==> src/rtl/riscv_mem_arb.sv <==
// -----------------------------------------------------------------------------
// riscv_mem_arb
//
// Purpose:
//   Arbitrates a RISC-V core's instruction-fetch port and its load/store port
//   onto one shared single-port memory bus. Only one access is in flight at a
//   time. A 3-state FSM (IDLE / INST / DATA) takes a registered grant in IDLE
//   and latches the winner's address, write enable and write data. It then
//   presents a request to memory until either mem_ack_i or a wait-cycle
//   timeout ends the access.
//
// Configuration macro:
//   RISCV_ARB_RR_EN  - defined  : round-robin arbitration between the two
//                                 requesters (1-bit last-grant pointer).
//                      undefined: fixed priority, data port wins over fetch.
//
// Parameters:
//   AW       address width
//   DW       data width
//   TIMEOUT  wait cycles allowed before an access is aborted (0 = never)
//
// Ports:
//   clk           clock, rising edge
//   rst           asynchronous active-low reset
//   inst_req_i    fetch request (held until inst_ack_o)
//   inst_addr_i   fetch address
//   inst_ack_o    fetch complete, one-cycle pulse
//   inst_o        fetched word, valid with inst_ack_o
//   data_req_i    load/store request (held until data_ack_o)
//   data_we_i     1 = store, 0 = load
//   data_addr_i   load/store address
//   data_wdata_i  store data
//   data_ack_o    load/store complete, one-cycle pulse
//   data_o        load data, valid with data_ack_o
//   mem_req_o     request to shared memory
//   mem_we_o      write enable to shared memory
//   mem_addr_o    shared memory address
//   mem_wdata_o   shared memory write data
//   mem_ack_i     memory done, one-cycle pulse
//   mem_rdata_i   memory read data, valid with mem_ack_i
//   err_o         timeout abort, one-cycle pulse
// -----------------------------------------------------------------------------
module riscv_mem_arb #(
    parameter int AW      = 32,
    parameter int DW      = 32,
    parameter int TIMEOUT = 255
) (
    input  logic          clk,
    input  logic          rst,

    input  logic          inst_req_i,
    input  logic [AW-1:0] inst_addr_i,
    output logic          inst_ack_o,
    output logic [DW-1:0] inst_o,

    input  logic          data_req_i,
    input  logic          data_we_i,
    input  logic [AW-1:0] data_addr_i,
    input  logic [DW-1:0] data_wdata_i,
    output logic          data_ack_o,
    output logic [DW-1:0] data_o,

    output logic          mem_req_o,
    output logic          mem_we_o,
    output logic [AW-1:0] mem_addr_o,
    output logic [DW-1:0] mem_wdata_o,
    input  logic          mem_ack_i,
    input  logic [DW-1:0] mem_rdata_i,

    output logic          err_o
);

    typedef enum logic [1:0] {
        IDLE = 2'd0,
        INST = 2'd1,
        DATA = 2'd2
    } state_t;

    localparam logic [15:0] TIMEOUT_CNT = 16'(TIMEOUT);
    localparam bit          TIMEOUT_EN  = (TIMEOUT != 0);

    state_t          r_state;
    logic            r_mem_req;
    logic            r_mem_we;
    logic [AW-1:0]   r_addr;
    logic [DW-1:0]   r_wdata;
    logic [15:0]     r_wait_cnt;

    logic            w_busy;
    logic            w_any_req;
    logic            w_grant_data;
    logic            w_timeout;
    logic            w_done;

    assign w_busy    = (r_state != IDLE);
    assign w_any_req = inst_req_i | data_req_i;

    // A real ack in the same cycle the counter hits the limit takes precedence,
    // so the timeout term is qualified with !mem_ack_i.
    assign w_timeout = TIMEOUT_EN && w_busy && !mem_ack_i &&
                       (r_wait_cnt == TIMEOUT_CNT);
    assign w_done    = w_busy && (mem_ack_i || w_timeout);

`ifdef RISCV_ARB_RR_EN
    // r_last_data = 1 when the most recent grant went to the data port.
    // Resets to 0 so that data wins the first contested grant.
    logic r_last_data;

    assign w_grant_data = data_req_i && (!inst_req_i || !r_last_data);

    always_ff @(posedge clk or negedge rst) begin
        if (!rst) begin
            r_last_data <= 1'b0;
        end else if (r_state == IDLE && w_any_req) begin
            r_last_data <= w_grant_data;
        end
    end
`else
    assign w_grant_data = data_req_i;
`endif

    // Grant is taken in IDLE and becomes visible on the bus one edge later.
    // Returning to IDLE after every access guarantees one idle cycle, which
    // lets the requester drop its request before arbitration looks again.
    always_ff @(posedge clk or negedge rst) begin
        if (!rst) begin
            r_state    <= IDLE;
            r_mem_req  <= 1'b0;
            r_mem_we   <= 1'b0;
            r_addr     <= '0;
            r_wdata    <= '0;
            r_wait_cnt <= '0;
        end else begin
            case (r_state)
                IDLE: begin
                    if (w_any_req) begin
                        r_mem_req  <= 1'b1;
                        r_wait_cnt <= '0;
                        if (w_grant_data) begin
                            r_state  <= DATA;
                            r_mem_we <= data_we_i;
                            r_addr   <= data_addr_i;
                            r_wdata  <= data_wdata_i;
                        end else begin
                            r_state  <= INST;
                            r_mem_we <= 1'b0;
                            r_addr   <= inst_addr_i;
                            r_wdata  <= '0;
                        end
                    end
                end
                INST, DATA: begin
                    if (w_done) begin
                        r_state   <= IDLE;
                        r_mem_req <= 1'b0;
                        r_mem_we  <= 1'b0;
                    end else begin
                        r_wait_cnt <= r_wait_cnt + 16'd1;
                    end
                end
                default: begin
                    r_state   <= IDLE;
                    r_mem_req <= 1'b0;
                    r_mem_we  <= 1'b0;
                end
            endcase
        end
    end

    assign mem_req_o   = r_mem_req;
    assign mem_we_o    = r_mem_we;
    assign mem_addr_o  = r_addr;
    assign mem_wdata_o = r_wdata;

    // Acks and read data pass straight through from the memory in the ack
    // cycle. On a timeout mem_ack_i is low, so the returned word is forced to 0.
    assign inst_ack_o  = (r_state == INST) && w_done;
    assign data_ack_o  = (r_state == DATA) && w_done;
    assign inst_o      = ((r_state == INST) && mem_ack_i) ? mem_rdata_i : '0;
    assign data_o      = ((r_state == DATA) && mem_ack_i) ? mem_rdata_i : '0;
    assign err_o       = w_timeout;

endmodule

==> config.mk <==
export PLATFORM = sky130hd
export DESIGN_NAME = riscv_mem_arb
export DESIGN_NICKNAME = d
export VERILOG_FILES = /design/src/rtl/riscv_mem_arb.sv
export SDC_FILE = /design/constraint.sdc
export NUM_CORES = 1
export LEC_CHECK = 0
export ABC_CLOCK_PERIOD_IN_PS = 5570
export CAP_MARGIN = 20
export CORE_UTILIZATION = 41
export CTS_BUF_LIST = sky130_fd_sc_hd__clkbuf_8
export DETAILED_ROUTE_END_ITERATION = 16
export PLACE_DENSITY = 0.88
export SKIP_CTS_REPAIR_TIMING = 1
export SYNTH_ARGS = -nofsm -noshare
export SYNTH_HDL_FRONTEND = slang
export SYNTH_SLANG_ARGS = --single-unit
export TNS_END_PERCENT = 10
==> constraint.sdc <==
create_clock -name clk -period 5.57 [get_ports clk]
set_clock_uncertainty 0.1 [all_clocks]
set_input_delay 1.3925 -clock clk [delete_from_list [all_inputs] [get_ports clk]]
set_output_delay 1.3925 -clock clk [all_outputs]
set_load 0.005 [all_outputs]
==> impl_metrics.csv, run 1 <==
group,metric,value,unit
status,outcome,"finished clean",
power_and_ir_drop,p_clk_share,13.6,%
critical_path,critical_path_required,4080,ps
sta,hold_ws,386.2,ps
cells_and_area,nFillCells,759,
sta,timing.fmax,0.2095,GHz
min_path,holdPathEnd,"mem_addr_o[10]",
min_path,hold_path_depth,2,
detailed_routing,wl_per_cell,17.42,um
critical_path,arrival,3280,ps
synthesis,ys_seq_elements,84,
cts,cts_made_buffers,9,
cts,clk_pin_slew_worst_paths,90,ps
floorplanning,dieArea,10930,um^2
synthesis,async_reset_ff_share,100.0,%
cts,insertion_delay,350,ps
sta,rsz0062_at_grt,"no",
critical_path,r2r-end,"mem_we_o",
critical_path,end_kind,"output port",
critical_path,cp_common_cell,"clkdlybuf4s50_1",
sta,fin_setup_tns,0,ps
global_routing,grt_usage,25.03,%
floorplanning,io_pins,267,
cts,cts_tree,"done",
cells_and_area,fin_nets,803,
power_and_ir_drop,pwr-share-seq,33.8,%
floorplanning,die_w,104.5,um
floorplanning,placementRows,37,
synthesis,synthAdderAreaFrac,1.161,%
placed_design,io_buffer_count,266,
global_routing,gr-total-overflow,0,
synthesis,syn-cell-area,4310,um^2
synthesis,synth_xor_area_share,0,%
power_and_ir_drop,p_sw,1.070,mW
sta,period_share,85.71,%
cells_and_area,diodes,0,
detailed_routing,firstDrtPassIters,5,
power_and_ir_drop,swShare,36.17,%
placed_design,place_ws,835.5,ps
critical_path,crit_path_top_delay_cell,"clkdlybuf4s50_1",
sta,fin_ws,795.8,ps
synthesis,synth_compound_area_share,18.78,%
critical_path,critPathMaxFanout,67,
global_routing,grt_max_degree,85,
cts,cts_root_buf,"clkbuf_8",
sta,slew_headroom,38.92,%
power_and_ir_drop,p_per_area,410.1,nW/um^2
critical_path,slowest_delay,510,ps
synthesis,yosys.cell_types.count,42,
detailed_routing,drc,0,
detailed_routing,drt_wl_total,14040,um
cts,cts_htree_levels,3,
critical_path,worstSetupPathType,"input pin to output port",
detailed_routing,first_iter_violations,302,
flow_run,maxCapViolations,0,
sta,setup_viol,0,
synthesis,ys.flop_type,"dfrtp_1",
global_routing,grt_pass1_vias,4153,
sta,final_max_slew_viol_count,0,
placed_design,dp_hpwl,10400,um
floorplanning,core,10280,um^2
power_and_ir_drop,comb_power_share,52.6,%
critical_path,startpoint_type,"input pin",
synthesis,seq_area_frac_synth,48.77,%
min_path,hold_start,"mem_addr_o[10]",
global_routing,grt_pass1_wl,21720,um
placed_design,place_congestion,0.8370,
floorplanning,die_height,104.5,um
critical_path,worstReg2RegStart,"r_state[0]",
synthesis,synth_edf_count,0,
min_path,min_path_type,"flop to flop",
synthesis,syn-num-nets,560,
synthesis,synth_cells,422,
detailed_routing,via_per_inst,5.329,
detailed_routing,vias,4295,
critical_path,rrSetupSlack,3350,ps
cells_and_area,syn2layout_area_growth,67.43,%
synthesis,ys_warn_count,0,
cts,clock_sink_count,84,
synthesis,synth_top_family_by_area,"simple AND/OR/NAND/NOR gates",
synthesis,yosys-mux-area-fraction,7.431,%
sta,period_minus_slack,4774,ps
placed_design,place_area,6977,um^2
cells_and_area,final_area,7217,um^2
cells_and_area,drive_above_1_share,5.821,%
sta,hold_viol_final,0,
floorplanning,initial_core_util,41.94,%
critical_path,cp_num_buf_inv,3,
synthesis,avgSynthCellArea,10.21,um^2
critical_path,crit_family,"buffers and inverters",
critical_path,crit_chain,"clkdlybuf4s50_1 -> buf_4 -> nor2b_1 -> nor2_2 -> and2_1 -> clkdlybuf4s50_1",
global_routing,grt_antenna_before_repair,0,
synthesis,synthSimpleGateAreaFrac,18.96,%
power_and_ir_drop,internal_power,1.889,mW
detailed_routing,drtAntennaViolNets,0,
critical_path,reg2regPathDepth,6,
sta,tightest_slew,916.2,ps
cts,clockBufferDepth,2,
power_and_ir_drop,power_leakage,3.228,nW
power_and_ir_drop,peakVddDrop,0.2417,mV
[registers in the layout, indices dropped and copies added (netlist names)]
| signal | flops |
|---|---|
| mem_we_o | 1 |
| r_wait_cnt | 16 |
| mem_req_o | 1 |
| mem_addr_o | 32 |
| mem_wdata_o | 32 |
| r_state | 2 |
[how the worst max path moves through the flow]
stage | start | to | slack (ps) | cells past startpoint
2_1_floorplan | mem_ack_i | inst_o[22] | 2080 | 3
3_3_place_gp | mem_ack_i | inst_ack_o | 860 | 6
3_5_place_dp | mem_ack_i | inst_ack_o | 840 | 6
4_1_cts | mem_ack_i | inst_ack_o | 830 | 6
5_1_grt | mem_ack_i | inst_ack_o | 690 | 6
6_report | mem_ack_i | inst_ack_o | 800 | 6
[final cells by class]
class	instances	area (um^2)	share of cell area (%)
sequential	84	2102	29.13
multi-input combinational	294	2004	27.77
timing repair buffer	272	2740	37.97
tap	136	170.2	2.358
clock buffer	10	137.6	1.907
inverter	4	15.01	0.2080
clock inverter	6	47.55	0.6588
[power by group through the flow]
stage               Clock (mW)  Combinational, mW  Sequential, mW
global route             0.438               1.68            1.03
floorplan                    0              0.694            1.02
detailed placement           0               1.53            1.01
finish                   0.402               1.56            1.00
global placement             0               1.48           0.997
CTS                      0.416               1.54            1.00
[cell usage in the layout (no fill, tap or decap), types with 2 or more instances in the layout]
cell	netlist	layout
clkdlybuf4s50_1	0	264
dfrtp_1	84	84
and3_1	67	67
nand2_1	40	40
o21ai_0	38	38
a22o_1	32	32
mux2i_1	32	32
nand3_1	10	10
clkbuf_8	0	10
nor2_1	9	9
o31ai_2	7	7
and2_1	6	6
o21ai_1	6	6
inv_1	4	5
buf_4	0	5
nor2b_1	4	4
o31ai_1	4	4
ha_1	4	4
and4_1	3	3
nand4_1	3	3
a31oi_1	3	3
nor4_1	2	2
a41oi_1	2	2
o21a_1	2	2
o41ai_1	2	2
a21oi_1	2	2
o21ai_2	3	2
clkinvlp_4	0	2
buf_16	0	2
[synthesized netlist by cell type (6+ instances only)]
cell type	number	area [um^2]
dfrtp_1	84	2102
and3_1	67	419.2
nand2_1	40	150.1
o21ai_0	38	190.2
a22o_1	32	280.3
mux2i_1	32	320.3
clkbuf_1	28	105.1
nand3_1	10	50.05
nor2_1	9	33.78
o31ai_2	7	87.58
and2_1	6	37.54
buf_2	6	30.03
o21ai_1	6	30.03
[per-layer routing]
metal / wire, um / vias up / GRT usage (%) / part of all wire, %
met5: 0 / - / 0 / 0
met1: 5661 / 2093 / 30.64 / 40
met2: 7366 / 156 / 44.37 / 52
met4: 218 / 0 / 7.653 / 1.6
met3: 797 / 18 / 4.803 / 5.7
li1: - / 2028 / - / -
[worst reg2reg max path: cells and delay by family (launching register included)]
kind                     cells  cell delay [ps]
AO/OA/AOI/OAI                2              440
adder cells (fa/ha/maj)      1              660
buffers and inverters        2              460
flip-flops                   1              380
AND/OR/NAND/NOR              1               60
[cells by family (layout without fill, tap and decap cells)]
logic type / Yosys count / after routing
mux: 32 / 32
flops: 84 / 84
compound gates: 109 / 109
buf+inv: 44 / 292
simple gates: 149 / 149
fa+ha+maj: 4 / 4
[per-stage QoR]
step	total power [mW]	std cells	util, %
finish	2.960	806	70.22
global route	3.147	806	70.22
CTS	2.956	804	69.69
detailed placement	2.544	788	67.88
global placement	2.478	788	67.88
floorplan	1.711	422	-
Power figures use the tool's default switching activity.
==> run 2, diff against run 1 <==
--- a/config.mk
+++ b/config.mk
@@ -10,6 +10,7 @@
 export CORE_UTILIZATION = 41
 export CTS_BUF_LIST = sky130_fd_sc_hd__clkbuf_8
 export DETAILED_ROUTE_END_ITERATION = 16
+export GPL_TIMING_DRIVEN = 0
 export PLACE_DENSITY = 0.88
 export SKIP_CTS_REPAIR_TIMING = 1
 export SYNTH_ARGS = -nofsm -noshare
==> impl_metrics.csv, run 2 (same netlist as run 1, synthesis figures left out) <==
group,metric,value,unit
cells_and_area,syn2layout_area_growth,70.22,%
power_and_ir_drop,power_leakage,3.281,nW
global_routing,gr-total-overflow,0,
floorplanning,die_w,104.5,um
critical_path,startpoint_type,"input pin",
critical_path,critical_path_required,4080,ps
cells_and_area,drive_above_1_share,5.840,%
critical_path,crit_path_top_delay_cell,"clkdlybuf4s50_1",
cts,cts_tree,"done",
min_path,min_path_type,"flop to flop",
cts,cts_root_buf,"clkbuf_8",
detailed_routing,drc,0,
critical_path,critPathMaxFanout,10,
power_and_ir_drop,p_per_area,417.6,nW/um^2
placed_design,dp_hpwl,11560,um
detailed_routing,wl_per_cell,18.08,um
detailed_routing,dr_wl_met2,7697,um
floorplanning,initial_core_util,41.94,%
sta,rsz0062_at_grt,"no",
detailed_routing,drt_wl_total,15150,um
placed_design,place_congestion,0.8686,
global_routing,grt_pass1_wl,23470,um
critical_path,crit_chain,"clkdlybuf4s50_1 -> clkbuf_1 -> clkbuf_1 -> and3_1 -> clkdlybuf4s50_1",
sta,setup_viol,0,
detailed_routing,met3_length,917,um
detailed_routing,wl_met1,6211,um
floorplanning,io_pins,267,
sta,hold_ws,387.8,ps
critical_path,slowest_delay,540,ps
critical_path,arrival,3420,ps
global_routing,grt_pass1_vias,4504,
sta,slew_headroom,52.73,%
cts,cts_htree_levels,3,
floorplanning,core,10280,um^2
detailed_routing,top_layer,"met4",
cells_and_area,final_cell_mix,"264 x clkdlybuf4s50_1, 84 x dfrtp_1, 67 x and3_1",
global_routing,grt_max_degree,66,
cells_and_area,fin_nets,837,
critical_path,rrSetupSlack,3380,ps
cells_and_area,layout_commonest_cell,"clkdlybuf4s50_1",
placed_design,io_buffer_count,265,
cells_and_area,fin_util,71.39,%
cells_and_area,diodes,0,
flow_run,maxCapViolations,0,
cts,insertion_delay,360,ps
global_routing,grt_antenna_before_repair,0,
critical_path,end_kind,"output port",
cts,clockBufferDepth,2,
floorplanning,die_height,104.5,um
power_and_ir_drop,peakVddDrop,0.2166,mV
cts,cts_made_buffers,9,
cts,clock_sink_count,84,
critical_path,crit_family,"buffers and inverters",
floorplanning,placementRows,37,
critical_path,worstSetupPathType,"input pin to output port",
sta,final_max_slew_viol_count,0,
global_routing,grt_usage,27.17,%
detailed_routing,drtAntennaViolNets,0,
cts,clk_pin_slew_worst_paths,80,ps
detailed_routing,firstDrtPassIters,6,
sta,fin_setup_tns,0,ps
sta,timing.fmax,0.2036,GHz
detailed_routing,via_per_inst,5.428,
detailed_routing,first_iter_violations,401,
critical_path,cp_num_buf_inv,4,
detailed_routing,vias,4549,
sta,period_share,88.19,%
floorplanning,dieArea,10930,um^2
sta,period_minus_slack,4912,ps
sta,hold_viol_final,0,
sta,tightest_slew,709.1,ps
status,outcome,"finished clean",
-- run 2: power by group --
part,switching (mW),internal (mW),leakage [nW]
clock network,0.218,0.202,0.0928
registers,0.145,0.858,1.07
logic,0.753,0.888,2.12
total,1.12,1.95,3.28
-- run 2: final timing paths --
kind	depth (start not counted)	startpoint	endpoint
setup / recovery	5	mem_ack_i	data_o[15]
hold / removal	1	r_wait_cnt[15]	r_wait_cnt[15]
setup reg to reg	6	r_state[0]	r_wait_cnt[14]
hold reg to reg	1	r_wait_cnt[15]	r_wait_cnt[15]
max in group asynchronous	2	rst	r_wait_cnt[1]
min in group asynchronous	1	rst	mem_addr_o[1]
-- run 2: stage by stage --
step	worst slack [ps]	instances	area (um^2)	power, mW
final	657.8	838	7337	3.064
after detailed placement	719.5	824	7158	2.636
after floorplan	2076	422	4310	1.711
after global routing	578.8	838	7337	3.239
after CTS	711.3	838	7337	3.066
after global placement	157.7	823	7133	2.570
-- run 2: cell type report --
cell class | count | area [um^2]
flip-flops and latches | 84 | 2102
inverters | 4 | 15.01
clock inverters | 5 | 55.05
repair buffers | 266 | 2678
fillers | 742 | 2940
multi-input cells | 294 | 1997
well taps | 136 | 170.2
plain buffers | 40 | 196.4
clock buffers | 9 | 123.9
-- run 2: layer usage --
| metal | up-vias | GRT usage, % |
|---|---|---|
| li1 | 2097 | - |
| met1 | 2220 | 33.18 |
| met2 | 196 | 47.30 |
| met3 | 36 | 5.739 |
| met4 | 0 | 9.490 |
| met5 | - | 0 |
